[src/rtl/lsu_sequencer.sv]
// Bit-serial load/store sequencer.
// Feeds the effective address and the store data into the serialiser one bit
// per cycle, runs the word-wide memory handshake, and returns load results one
// bit per cycle, LSB first. Misaligned accesses finish with a fault before any
// memory request is raised. Unacknowledged requests can time out.
module lsu_sequencer #(
    parameter int ADDR_BITS   = 12,
    parameter int DATA_BITS   = 32,
    parameter int ACK_TIMEOUT = 255
) (
    input  logic        clk,
    input  logic        rst_n,
    input  logic        start,
    input  logic [2:0]  func,
    input  logic        addr_bit_in,
    input  logic        rs2_bit_in,
    output logic [2:0]  ser_func,
    output logic        ser_mode,
    output logic [4:0]  ser_bit_pos,
    output logic        ser_data_in_bit,
    output logic [31:0] ser_data_in_bus,
    input  logic        ser_data_out_bit,
    input  logic [31:0] ser_data_out_bus,
    input  logic [9:0]  ser_addr_bus,
    input  logic        ser_misaligned,
    output logic        mem_req,
    output logic        mem_we,
    output logic [9:0]  mem_addr,
    output logic [31:0] mem_wdata,
    output logic [3:0]  mem_wstrb,
    input  logic [31:0] mem_rdata,
    input  logic        mem_ack,
    output logic        rd_bit_out,
    output logic        rd_bit_valid,
    output logic        busy,
    output logic        done,
    output logic        fault
);

    // Operation codes; codes 5..7 are the stores.
    localparam logic [2:0] OP_LB  = 3'd0;
    localparam logic [2:0] OP_LH  = 3'd1;
    localparam logic [2:0] OP_LW  = 3'd2;
    localparam logic [2:0] OP_LBU = 3'd3;
    localparam logic [2:0] OP_LHU = 3'd4;
    localparam logic [2:0] OP_SB  = 3'd5;
    localparam logic [2:0] OP_SH  = 3'd6;
    localparam logic [2:0] OP_SW  = 3'd7;

    // Wait counter only needs to count up to ACK_TIMEOUT-1.
    localparam int WAIT_W = (ACK_TIMEOUT > 1) ? $clog2(ACK_TIMEOUT) : 1;

    typedef enum logic [2:0] {
        S_IDLE   = 3'd0,
        S_ADDR   = 3'd1,
        S_CHECK  = 3'd2,
        S_MEM_RD = 3'd3,
        S_DATA   = 3'd4,
        S_MEM_WR = 3'd5,
        S_DONE   = 3'd6
    } state_t;

    state_t              state_reg;
    state_t              state_next;
    logic [5:0]          cnt_reg;
    logic [WAIT_W-1:0]   wait_reg;
    logic [2:0]          func_reg;
    logic [1:0]          off_reg;
    logic                fault_reg;
    logic [9:0]          addr_reg;
    logic [31:0]         wdata_reg;
    logic [31:0]         rdata_reg;

    logic is_store;
    logic addr_last;
    logic data_last;
    logic timeout_hit;

    assign is_store    = (func_reg == OP_SB) || (func_reg == OP_SH) || (func_reg == OP_SW);
    assign addr_last   = (cnt_reg == 6'(ADDR_BITS - 1));
    assign data_last   = (cnt_reg == 6'(DATA_BITS - 1));
    // A disabled timeout never fires; the counter may then wrap freely.
    assign timeout_hit = (ACK_TIMEOUT != 0) && (wait_reg == WAIT_W'(ACK_TIMEOUT - 1));

    // State register.
    always_ff @(posedge clk or negedge rst_n) begin
        if (!rst_n) begin
            state_reg <= S_IDLE;
        end else begin
            state_reg <= state_next;
        end
    end

    // Next-state decode.
    always_comb begin
        state_next = state_reg;
        case (state_reg)
            S_IDLE:   if (start) state_next = S_ADDR;
            S_ADDR:   if (addr_last) state_next = S_CHECK;
            S_CHECK: begin
                if (ser_misaligned) state_next = S_DONE;
                else if (is_store)  state_next = S_DATA;
                else                state_next = S_MEM_RD;
            end
            S_MEM_RD: begin
                if (mem_ack)          state_next = S_DATA;
                else if (timeout_hit) state_next = S_DONE;
            end
            S_DATA:   if (data_last) state_next = is_store ? S_MEM_WR : S_DONE;
            S_MEM_WR: if (mem_ack || timeout_hit) state_next = S_DONE;
            S_DONE:   state_next = S_IDLE;
            default:  state_next = S_IDLE;
        endcase
    end

    // Phase counters, latched operation context and memory-side registers.
    always_ff @(posedge clk or negedge rst_n) begin
        if (!rst_n) begin
            cnt_reg   <= '0;
            wait_reg  <= '0;
            func_reg  <= '0;
            off_reg   <= '0;
            fault_reg <= 1'b0;
            addr_reg  <= '0;
            wdata_reg <= '0;
            rdata_reg <= '0;
        end else begin
            // Bit counter restarts at every phase change.
            if (state_next != state_reg) begin
                cnt_reg <= '0;
            end else if (state_reg == S_ADDR || state_reg == S_DATA) begin
                cnt_reg <= cnt_reg + 6'd1;
            end

            // Ack wait counter restarts on entry to either memory phase.
            if (state_next != state_reg) begin
                wait_reg <= '0;
            end else if (state_reg == S_MEM_RD || state_reg == S_MEM_WR) begin
                wait_reg <= wait_reg + 1'b1;
            end

            if (state_reg == S_IDLE && start) begin
                func_reg  <= func;
                fault_reg <= 1'b0;
            end

            // Byte offset comes from the two lowest address bits.
            if (state_reg == S_ADDR && cnt_reg == 6'd0) off_reg[0] <= addr_bit_in;
            if (state_reg == S_ADDR && cnt_reg == 6'd1) off_reg[1] <= addr_bit_in;

            if (state_reg == S_CHECK) begin
                if (ser_misaligned) fault_reg <= 1'b1;
                else                addr_reg  <= ser_addr_bus;
            end

            if ((state_reg == S_MEM_RD || state_reg == S_MEM_WR) && !mem_ack && timeout_hit) begin
                fault_reg <= 1'b1;
            end

            // Read word is held for the serialiser until the next load returns.
            if (state_reg == S_MEM_RD && mem_ack) rdata_reg <= mem_rdata;

            // Store word is captured as MEM_WR is entered.
            if (state_reg == S_DATA && data_last && is_store) wdata_reg <= ser_data_out_bus;
        end
    end

    assign ser_func        = func_reg;
    assign ser_data_in_bus = rdata_reg;
    assign mem_addr        = addr_reg;
    assign mem_wdata       = wdata_reg;

    // Per-state output decode.
    always_comb begin
        ser_mode        = 1'b0;
        ser_bit_pos     = 5'd0;
        ser_data_in_bit = 1'b0;
        mem_req         = 1'b0;
        mem_we          = 1'b0;
        mem_wstrb       = 4'b0000;
        rd_bit_out      = 1'b0;
        rd_bit_valid    = 1'b0;
        busy            = (state_reg != S_IDLE);
        done            = 1'b0;
        fault           = 1'b0;
        case (state_reg)
            S_ADDR: begin
                ser_mode        = 1'b1;
                ser_bit_pos     = cnt_reg[4:0];
                ser_data_in_bit = addr_bit_in;
            end
            S_MEM_RD: begin
                mem_req = 1'b1;
            end
            S_DATA: begin
                ser_bit_pos = cnt_reg[4:0];
                if (is_store) begin
                    ser_data_in_bit = rs2_bit_in;
                end else begin
                    rd_bit_out   = ser_data_out_bit;
                    rd_bit_valid = 1'b1;
                end
            end
            S_MEM_WR: begin
                mem_req = 1'b1;
                mem_we  = 1'b1;
                case (func_reg)
                    OP_SB:   mem_wstrb = 4'b0001 << off_reg;
                    OP_SH:   mem_wstrb = 4'b0011 << off_reg;
                    OP_SW:   mem_wstrb = 4'b1111;
                    default: mem_wstrb = 4'b0000;
                endcase
            end
            S_DONE: begin
                done  = 1'b1;
                fault = fault_reg;
            end
            default: ;
        endcase
    end

endmodule

[config.mk]
export PLATFORM = sky130hd
export DESIGN_NAME = lsu_sequencer
export DESIGN_NICKNAME = d
export VERILOG_FILES = /design/src/rtl/lsu_sequencer.sv
export SDC_FILE = /design/constraint.sdc
export NUM_CORES = 1
export LEC_CHECK = 0
export CORE_ASPECT_RATIO = 1.25
export CORE_MARGIN = 4
export CORE_UTILIZATION = 40
export CTS_BUF_LIST = sky130_fd_sc_hd__clkbuf_8
export DETAILED_ROUTE_END_ITERATION = 10
export PLACE_DENSITY_LB_ADDON = 0.25
export SETUP_SLACK_MARGIN = 0.05
export SLEW_MARGIN = 0
export SYNTH_ARGS = -nofsm -noshare
export SYNTH_HDL_FRONTEND = slang
export SYNTH_SLANG_ARGS = --single-unit
[constraint.sdc]
create_clock -name clk -period 3.5 [get_ports clk]
set_input_delay 0.525 -clock clk [delete_from_list [all_inputs] [get_ports clk]]
set_output_delay 0.525 -clock clk [all_outputs]
set_load 0.03 [all_outputs]
==> flow_summary_export.csv <==
group,metric,value,unit
min_path,hp-class,"input pin to async pin",
floorplanning,die_h,123.9,um
logic_synthesis,synth_top_family_by_area,"simple AND/OR/NAND/NOR gates",
floorplanning,ios,180,
global_route,grt_pass1_wl,17600,um
placed_design,dpl.hpwl,8549,um
layout,area_growth,49.75,%
logic_synthesis,synthAdderAreaFrac,1.456,%
layout,drive_above_1_share,14.96,%
timing,max_slew.worst_pin.slew,0.7803,ns
timing,setup_tns,0,ns
clock_network,cts.sinks,97,
layout,multiInputGateArea,1784,sq um
clock_network,cts.path.max_buffers,2,
critical_path,cp_max_fo,16,
floorplanning,coreArea,10560,sq um
floorplanning,num_rows,42,
timing,slew_viol_final,0,
logic_synthesis,synth_mux_area_share,12.55,%
logic_synthesis,syn_nets,481,
floorplanning,die_width,100.7,um
global_route,grt_max_degree,39,
logic_synthesis,synth_flop_cell,"dfrtp_1",
timing,setup_viol,0,
layout,final_util,60.93,%
timing,hold_ws,0.1042,ns
logic_synthesis,yosys.area_share.simple,20.00,%
global_route,antenna_found_initial,0,
timing,fin_skew,0.01243,ns
routing,routed_wl,11210,um
pwr,p_per_area,725.0,nW/um^2
routing,avgViaCountPerCell,4.901,
logic_synthesis,synth-xor-area-share,2.649,%
layout,mostFrequentLayoutCells,"clkdlybuf4s50_1 (178), nand2_1 (108), dfrtp_1 (97)",
clock_network,clk_pin_slew,0.10,ns
clock_network,post_cts_buffers,0,
timing,hold_violations,0,
global_route,grt_util_all_layers,18.13,%
logic_synthesis,synth_area_per_cell,10.99,sq um
layout,fillers,872,
timing,fin_crit,3.158,ns
logic_synthesis,syn_inst,391,
logic_synthesis,asyncSetResetFlopFracSynth,100.0,%
logic_synthesis,yosysUniqueCellTypes,46,
clock_network,numCtsBuffers,9,
critical_path,worstPathArrival,2.63,ns
critical_path,crit_path_end_kind,"output port",
timing,layout_setup_ws,0.3415,ns
floorplanning,die-area,12480,sq um
timing,fmax,0.3166,GHz
critical_path,r2r_slack,0.88,ns
logic_synthesis,ys_seq_elements,97,
logic_synthesis,synth-compound-area-share,4.571,%
clock_network,htreeDepth,3,
critical_path,reg2reg_from,"state_reg[0]$_DFF_PN0_",
logic_synthesis,synth.yosys.seq_area_share,56.48,%
timing,rsz0062_at_grt,"false",
critical_path,slowest_delay,0.66,ns
timing,relSlewSlack,46.64,%
critical_path,crit_path_cell_trace,"nand2b_1 -> a21oi_1 -> and2_1 -> clkdlybuf4s50_1",
logic_synthesis,netlist_top_cells_area,"dfrtp_1 (56%), mux2_2 (12%), nand2_1 (9.4%)",
clock_network,cts.repair.resized,0,
timing,finalCritPeriodShare,90.24,%
flow_run,drv_cap,0,
clock_network,cts_tree,"yes",
placed_design,dp.cells,692,
logic_synthesis,synth_top_area_share,56.48,%
routing,wl_per_cell,15.85,um
layout,stdcell_count,707,
routing,firstDrtPassIters,4,
layout,final_common_cell,"clkdlybuf4s50_1",
routing,ant_nets,0,
logic_synthesis,synth-edff-count,0,
routing,routed-via-count,3465,
routing,drtIter0Drc,153,
critical_path,crit_type,"register to output port",
placed_design,dpl_worst_slack,0.7229,ns
critical_path,start_kind,"register",
critical_path,reg2reg_depth,6,
critical_path,crit_slowest_cell,"clkdlybuf4s50_1",
layout,nets,661,
pwr,vdd_drop_max,0.3818,mV
global_route,grt_pass1_vias,3558,
routing,drc,0,
placed_design,gp_congestion,0.8459,
critical_path,required,2.97,ns
clock_network,cts.hold.buffers_added,0,
pwr,power.leakage,2.739,nW
layout,antenna_cells,0,
logic_synthesis,synthesis.area,4298,sq um
critical_path,cp-startpoint,"state_reg[0]$_DFF_PN0_",
logic_synthesis,synth_top_cell_by_area,"dfrtp_1",
clock_network,cts_root_buffer,"clkbuf_8",
status,status,"completed",
global_route,grt-ovfl-total,0,
clock_network,clkLatencyLatePin,0.37,ns
layout,regArea,2427,sq um
floorplanning,start_util,40.69,%
logic_synthesis,yosys_warnings,0,
placed_design,portBuffers,179,
[synth_stat cells (3+ instances only)]
cell,count
xnor2_1,5
nor3_1,5
buf_2,4
nand4_1,5
xor2_1,8
o21a_1,3
mux2_2,47
nor4b_1,3
ha_1,5
clkbuf_1,11
nand2b_1,5
nor2b_1,6
nor2_1,12
nor3_2,10
a21oi_1,5
and2_1,8
o21ai_0,5
dfrtp_1,97
inv_1,5
nand2_1,108
[logic make-up (layout without fill, tap and decap cells)]
family	Yosys count	count (layout)
and+or+nand+nor	177	177
DFF	97	97
muxes	48	48
AOI/OAI and AO/OA	28	28
buffers and inverters	23	207
xor gates and xnor gates	13	13
adders and majority gates	5	5
[metal layers]
layer  routed length (um)  vias up  track usage [%]
met5                    0        -                0
met1                 4184     1665            21.08
met4                  287        0            7.919
li1                     -     1669                -
met3                  852       19            5.602
met2                 5882      112            30.72
[worst paths after layout]
path / end
max: ser_bit_pos[3]
min: ser_data_in_bus[31]$_DFFE_PN0P_
max reg2reg: wait_reg[1]$_DFFE_PN0P_
min reg2reg: mem_wdata[29]$_DFFE_PN0P_
max in group asynchronous: cnt_reg[3]$_DFFE_PN0P_
min in group clk: mem_wdata[29]$_DFFE_PN0P_
[area by class of cell]
class | count | share of cell area, %
Sequential cell | 97 | 37.71
Inverter | 5 | 0.2916
Multi-Input combinational cell | 271 | 27.72
Clock buffer | 9 | 1.925
Tap cell | 132 | 2.566
Timing Repair Buffer | 187 | 28.73
Clock inverter | 6 | 1.050
[where the power goes]
part           internal, W  leakage (nW)  switching (W)
clock             0.000330        0.0921       0.000397
sequential         0.00141          1.11       0.000246
combinational      0.00102          1.54        0.00126
[worst max-delay path: cells and delay by family (launching register included)]
| family | cells | cell delay [ns] |
|---|---|---|
| compound gates | 1 | 0.57 |
| buf+inv | 1 | 0.66 |
| flops | 1 | 0.55 |
| simple gates | 2 | 0.48 |
[per-stage QoR]
| stage | power, W | area [sq um] |
|---|---|---|
| 6_report | 0.004666 | 6436 |
| 5_1_grt | 0.004933 | 6436 |
| 4_1_cts | 0.004721 | 6436 |
| 3_5_place_dp | 0.003983 | 6245 |
| 3_3_place_gp | 0.003914 | 6245 |
| 2_1_floorplan | 0.003040 | 4298 |
No activity file was read; power rests on OpenSTA's default activity.
==> RTL change 1: new RTL, config.mk and constraints unchanged <==
Change the parameter `ACK_TIMEOUT` from 255 to 510.
--- a/src/rtl/lsu_sequencer.sv
+++ b/src/rtl/lsu_sequencer.sv
@@ -8,3 +8,3 @@
     parameter int DATA_BITS   = 32,
-    parameter int ACK_TIMEOUT = 255
+    parameter int ACK_TIMEOUT = 510
 ) (
Formal check against the unedited RTL: no difference found for any inputs over 10 cycles, from zero or initial values and one cycle with rst_n low; that may be too few to reach the edited logic, so the function may still have changed.
==> RTL change 1 against the unedited design <==
- sequential cell count rose by 1
- fmax rose by 8.3%
- worst setup slack improved by 0.24 ns
- die area rose by 2.5%
- synthesized area rose by 2.7%
- wire length fell by 3.7%
- power rose by 2.4%
- cell area rose by 0.86%
==> RTL change 1: results (changes against the unedited design) <==
[logic_synthesis]
muxShareOfSynthArea=0.206  ; +0.0808
synthCells=328  ; -16%
synthDistinctLibCells=56  ; +22%
yosysSeqAreaShare=0.555  ; -0.00938
synth_xor_area_frac=0.0258  ; -0.000706
synth.net_count=418  ; -13%
synth_compound_area_frac=0.0470  ; +0.00133
synth.top_cells.by_area=dfrtp_1, mux2_2, xor2_1
synthAdderAreaFrac=0.0142  ; -0.000388

[place]
place_inst=631  ; -8.8%
dp_hpwl_mm=8.15  ; -4.6%
routabilityCongestion=0.844  ; -0.22%

[cells_and_area]
drive_gt1_frac=0.245  ; +0.0951
layout.nets=600  ; -9.2%

[global_route]
grt_usage=0.172  ; -0.00899
first_global_vias=3597  ; +1.1%
grt_pass1_wl_mm=17.4  ; -1.3%
grt_max_degree=83  ; +110%

[worst_setup_path]
r2r_start=state_reg[1]
r2r-end=wait_reg[1]
reg2reg_slack_ns=1.19  ; +0.31 ns
slowest_delay_ns=0.69  ; +0.03 ns

[sta]
tightest_slew_ns=1.05  ; +0.269 ns
clock-skew-final_ns=0.0111  ; -0.00135 ns

[outcome]
run_status=finished, final reports clean

[pwr]
leakage_nw=2.74  ; about the same
vdd_drop_max_mv=0.493  ; +29%

[route]
wire_per_inst_um=16.7  ; +5.2%
vias=3241  ; -6.5%
drtIter0Drc=67  ; -56%

[clock_network]
numCtsBuffers=9  ; unchanged

RTL change 1: worst max-delay path by stage:
stage,start,cells past startpoint,slack (ns),to
detailed placement,state_reg[1],4,0.96,mem_req
global route,ser_func[1],5,0.39,ser_data_in_bit
global placement,rs2_bit_in,6,0.97,ser_data_in_bit
floorplan,ser_func[1],5,1.49,ser_data_in_bit
finish,state_reg[1],5,0.58,mem_wstrb[2]
CTS,state_reg[1],4,0.55,mem_req
RTL change 1: worst reg2reg max path, stage by stage, from the launching register on:
cell and delay, ns:
dfrtp_1 0.74, nor3b_2 0.17, nand4_4 0.13, buf_4 0.39
and4_4 0.32, o211ai_4 0.22, a211oi_2 0.27
RTL change 1: cell type report:
class / instances / area (um2)
Fill cell: 891 / 4180
Sequential cell: 98 / 2450
Timing Repair Buffer: 185 / 1830
Multi-Input combinational cell: 209 / 1830
Tap cell: 132 / 165
Clock buffer: 11 / 151
Clock inverter: 5 / 31.3
Inverter: 7 / 26.3
RTL change 1: power groups by stage:
stage	combinational, W	sequential (W)	clock, W
floorplan	0.00103	0.00219	0
global placement	0.00236	0.00173	0
detailed placement	0.00239	0.00176	0
CTS	0.00240	0.00174	0.000707
global route	0.00251	0.00179	0.000759
finish	0.00236	0.00173	0.000680
RTL change 1: kinds of logic after synthesis:
kind of cell / after synthesis
compound gates: 25
xor+xnor: 13
fa+ha+maj: 5
buf+inv: 21
flops: 98
mux: 81
simple gates: 85
RTL change 1: layer usage:
metal,wire length (um),global-route usage,vias to the layer above
met5,0,0,-
met4,231,0.0703,0
met3,1190,0.0724,17
met2,5560,0.299,132
met1,3810,0.181,1584
li1,-,-,1508
RTL change 1: stage by stage:
stage | cell area [um2] | setup slack, ns | utilization
2_1_floorplan | 4420 | 1.49 | -
3_3_place_gp | 6310 | 0.965 | 0.591
3_5_place_dp | 6310 | 0.962 | 0.591
4_1_cts | 6490 | 0.550 | 0.608
5_1_grt | 6490 | 0.393 | 0.608
6_report | 6490 | 0.584 | 0.608
==> RTL change 2: new RTL, same flow settings <==
Made on the original files. Reset style: synchronous (`rst_n`), changed in 2 clocked blocks.
--- a/src/rtl/lsu_sequencer.sv
+++ b/src/rtl/lsu_sequencer.sv
@@ -85,3 +85,3 @@
     // State register.
-    always_ff @(posedge clk or negedge rst_n) begin
+    always_ff @(posedge clk) begin
         if (!rst_n) begin
@@ -116,3 +116,3 @@
     // Phase counters, latched operation context and memory-side registers.
-    always_ff @(posedge clk or negedge rst_n) begin
+    always_ff @(posedge clk) begin
         if (!rst_n) begin
Formal check against the unedited RTL: differs if rst_n is asserted again (counterexample within 4 cycles, from zero or initial values and one cycle with rst_n low); with rst_n held inactive, the same outputs for 10 cycles.
==> RTL change 2 against the unedited design <==
- register-to-register slack gained 0.42 ns
- synthesized area down 3.1%
- worst setup slack gained 0.16 ns
- global-route usage is 1.2 points higher
- cell area fell by 3.5%
- sequential cell count unchanged
- wire length increased by 7.0%
- critical endpoint unchanged
- largest cell class is now multi-input combinational cells
Power is not compared: it rests on default switching activity, and its combinational part moved more than twofold at a synthesized area within 25%.
==> RTL change 2: results (changes against the unedited design) <==
[min_path]
hold_depth=2
min_path_type=reg2reg

[logic_synthesis]
yosysSeqAreaShare=0.466  ; -0.0987
synth.top_cells.by_area=dfxtp_1, nand2_1, a21boi_0
synthFlopType=dfxtp_1
synthArstFlopShare=0  ; -1.00
synth.net_count=590  ; +23%
synth_common_cells=nand2_1, dfxtp_1, a21boi_0
synthCells=500  ; +28%

[place]
dp_hpwl_mm=8.95  ; +4.7%
place_inst=783  ; +13%
routabilityCongestion=0.913  ; +7.9%
io_buffers=179  ; unchanged

[outcome]
run_status=finished, final reports clean

[worst_setup_path]
r2r-end=wait_reg[1]
r2r_start=state_reg[0]
cp_data_arrival_time_ns=2.48  ; -0.15 ns
reg2reg_slack_ns=1.30  ; +0.42 ns
reg2reg_depth=6  ; unchanged
cp_max_fo=18  ; +2

[global_route]
grt_usage=0.193  ; +0.0120
grt_pass1_wl_mm=18.7  ; +6.2%
grt_max_degree=84  ; +120%

[sta]
clock-skew-final_ns=0.0117  ; -0.000697 ns
max-slew-margin-rel=0.543  ; +0.0768

[route]
wire_per_inst_um=15.0  ; -5.3%
vias=3959  ; +14%
finalWirelength_mm=12.0  ; +7.0%
dr.pass1.iters=4  ; unchanged
drtIter0Drc=145  ; -5.2%

[cells_and_area]
drive_gt1_frac=0.0478  ; -0.102
fillers=927  ; +6.3%
layout.nets=755  ; +14%

[pwr]
vdd_drop_max_mv=0.270

-- RTL change 2: cell type report --
class                   instances  share of cell area
multi-input cells             363               0.329
flip-flops and latches         97               0.313
repair buffers                185               0.295
well taps                     129              0.0260
clock buffers                  10              0.0222
clock inverters                 6             0.00947
inverters                       9             0.00544
-- RTL change 2: worst max path at each step --
| stage | startpoint | endpoint | slack [ns] | cells after the start |
|---|---|---|---|---|
| finish | state_reg[0] | ser_bit_pos[3] | 0.50 | 4 |
| global route | state_reg[0] | ser_bit_pos[4] | 0.39 | 4 |
| CTS | state_reg[2] | mem_wstrb[0] | 0.53 | 5 |
| detailed placement | state_reg[0] | ser_bit_pos[3] | 0.94 | 4 |
| global placement | state_reg[2] | mem_wstrb[0] | 1.01 | 5 |
| floorplan | state_reg[2] | mem_wstrb[0] | 1.15 | 5 |
-- RTL change 2: power breakdown --
group          total, W  switching [W]  internal [W]
Sequential      0.00112      0.0000127       0.00111
Combinational  0.000187      0.0000659      0.000121
Clock          0.000730       0.000384      0.000347
Total           0.00204       0.000462       0.00158
-- RTL change 2: critical path: stages (launching register included) --
cell and delay (ns):
dfxtp_1 0.70, xnor2_1 0.24, nor2_1 0.33, and2_1 0.19, clkdlybuf4s50_1 0.66
-- RTL change 2: logic make-up (layout without fill, tap and decap cells) --
group	Yosys count	after routing	synth area share
xor+xnor	13	13	0.0273
flops	97	97	0.466
simple gates	239	239	0.256
mux	4	4	0.00961
compound gates	102	102	0.182
fa+ha+maj	5	5	0.0150
buf+inv	40	210	0.0438
-- RTL change 2: routing by layer --
metal	vias up	share of wire	GRT usage
met5	-	0	0
met4	0	0.037	0.102
met3	33	0.073	0.0704
met2	127	0.52	0.345
met1	1822	0.37	0.196
li1	1977	-	-
-- RTL change 2: through the flow --
stage | worst slack (ns) | power (W) | hold slack [ns] | util | cell area [um2]
floorplan | 1.15 | 0.00122 | 0.466 | - | 4170
global placement | 1.01 | 0.00133 | 0.441 | 0.592 | 6010
detailed placement | 0.937 | 0.00133 | 0.446 | 0.592 | 6010
CTS | 0.526 | 0.00206 | 0.459 | 0.611 | 6210
global route | 0.386 | 0.00213 | 0.479 | 0.611 | 6210
finish | 0.497 | 0.00204 | 0.456 | 0.611 | 6210
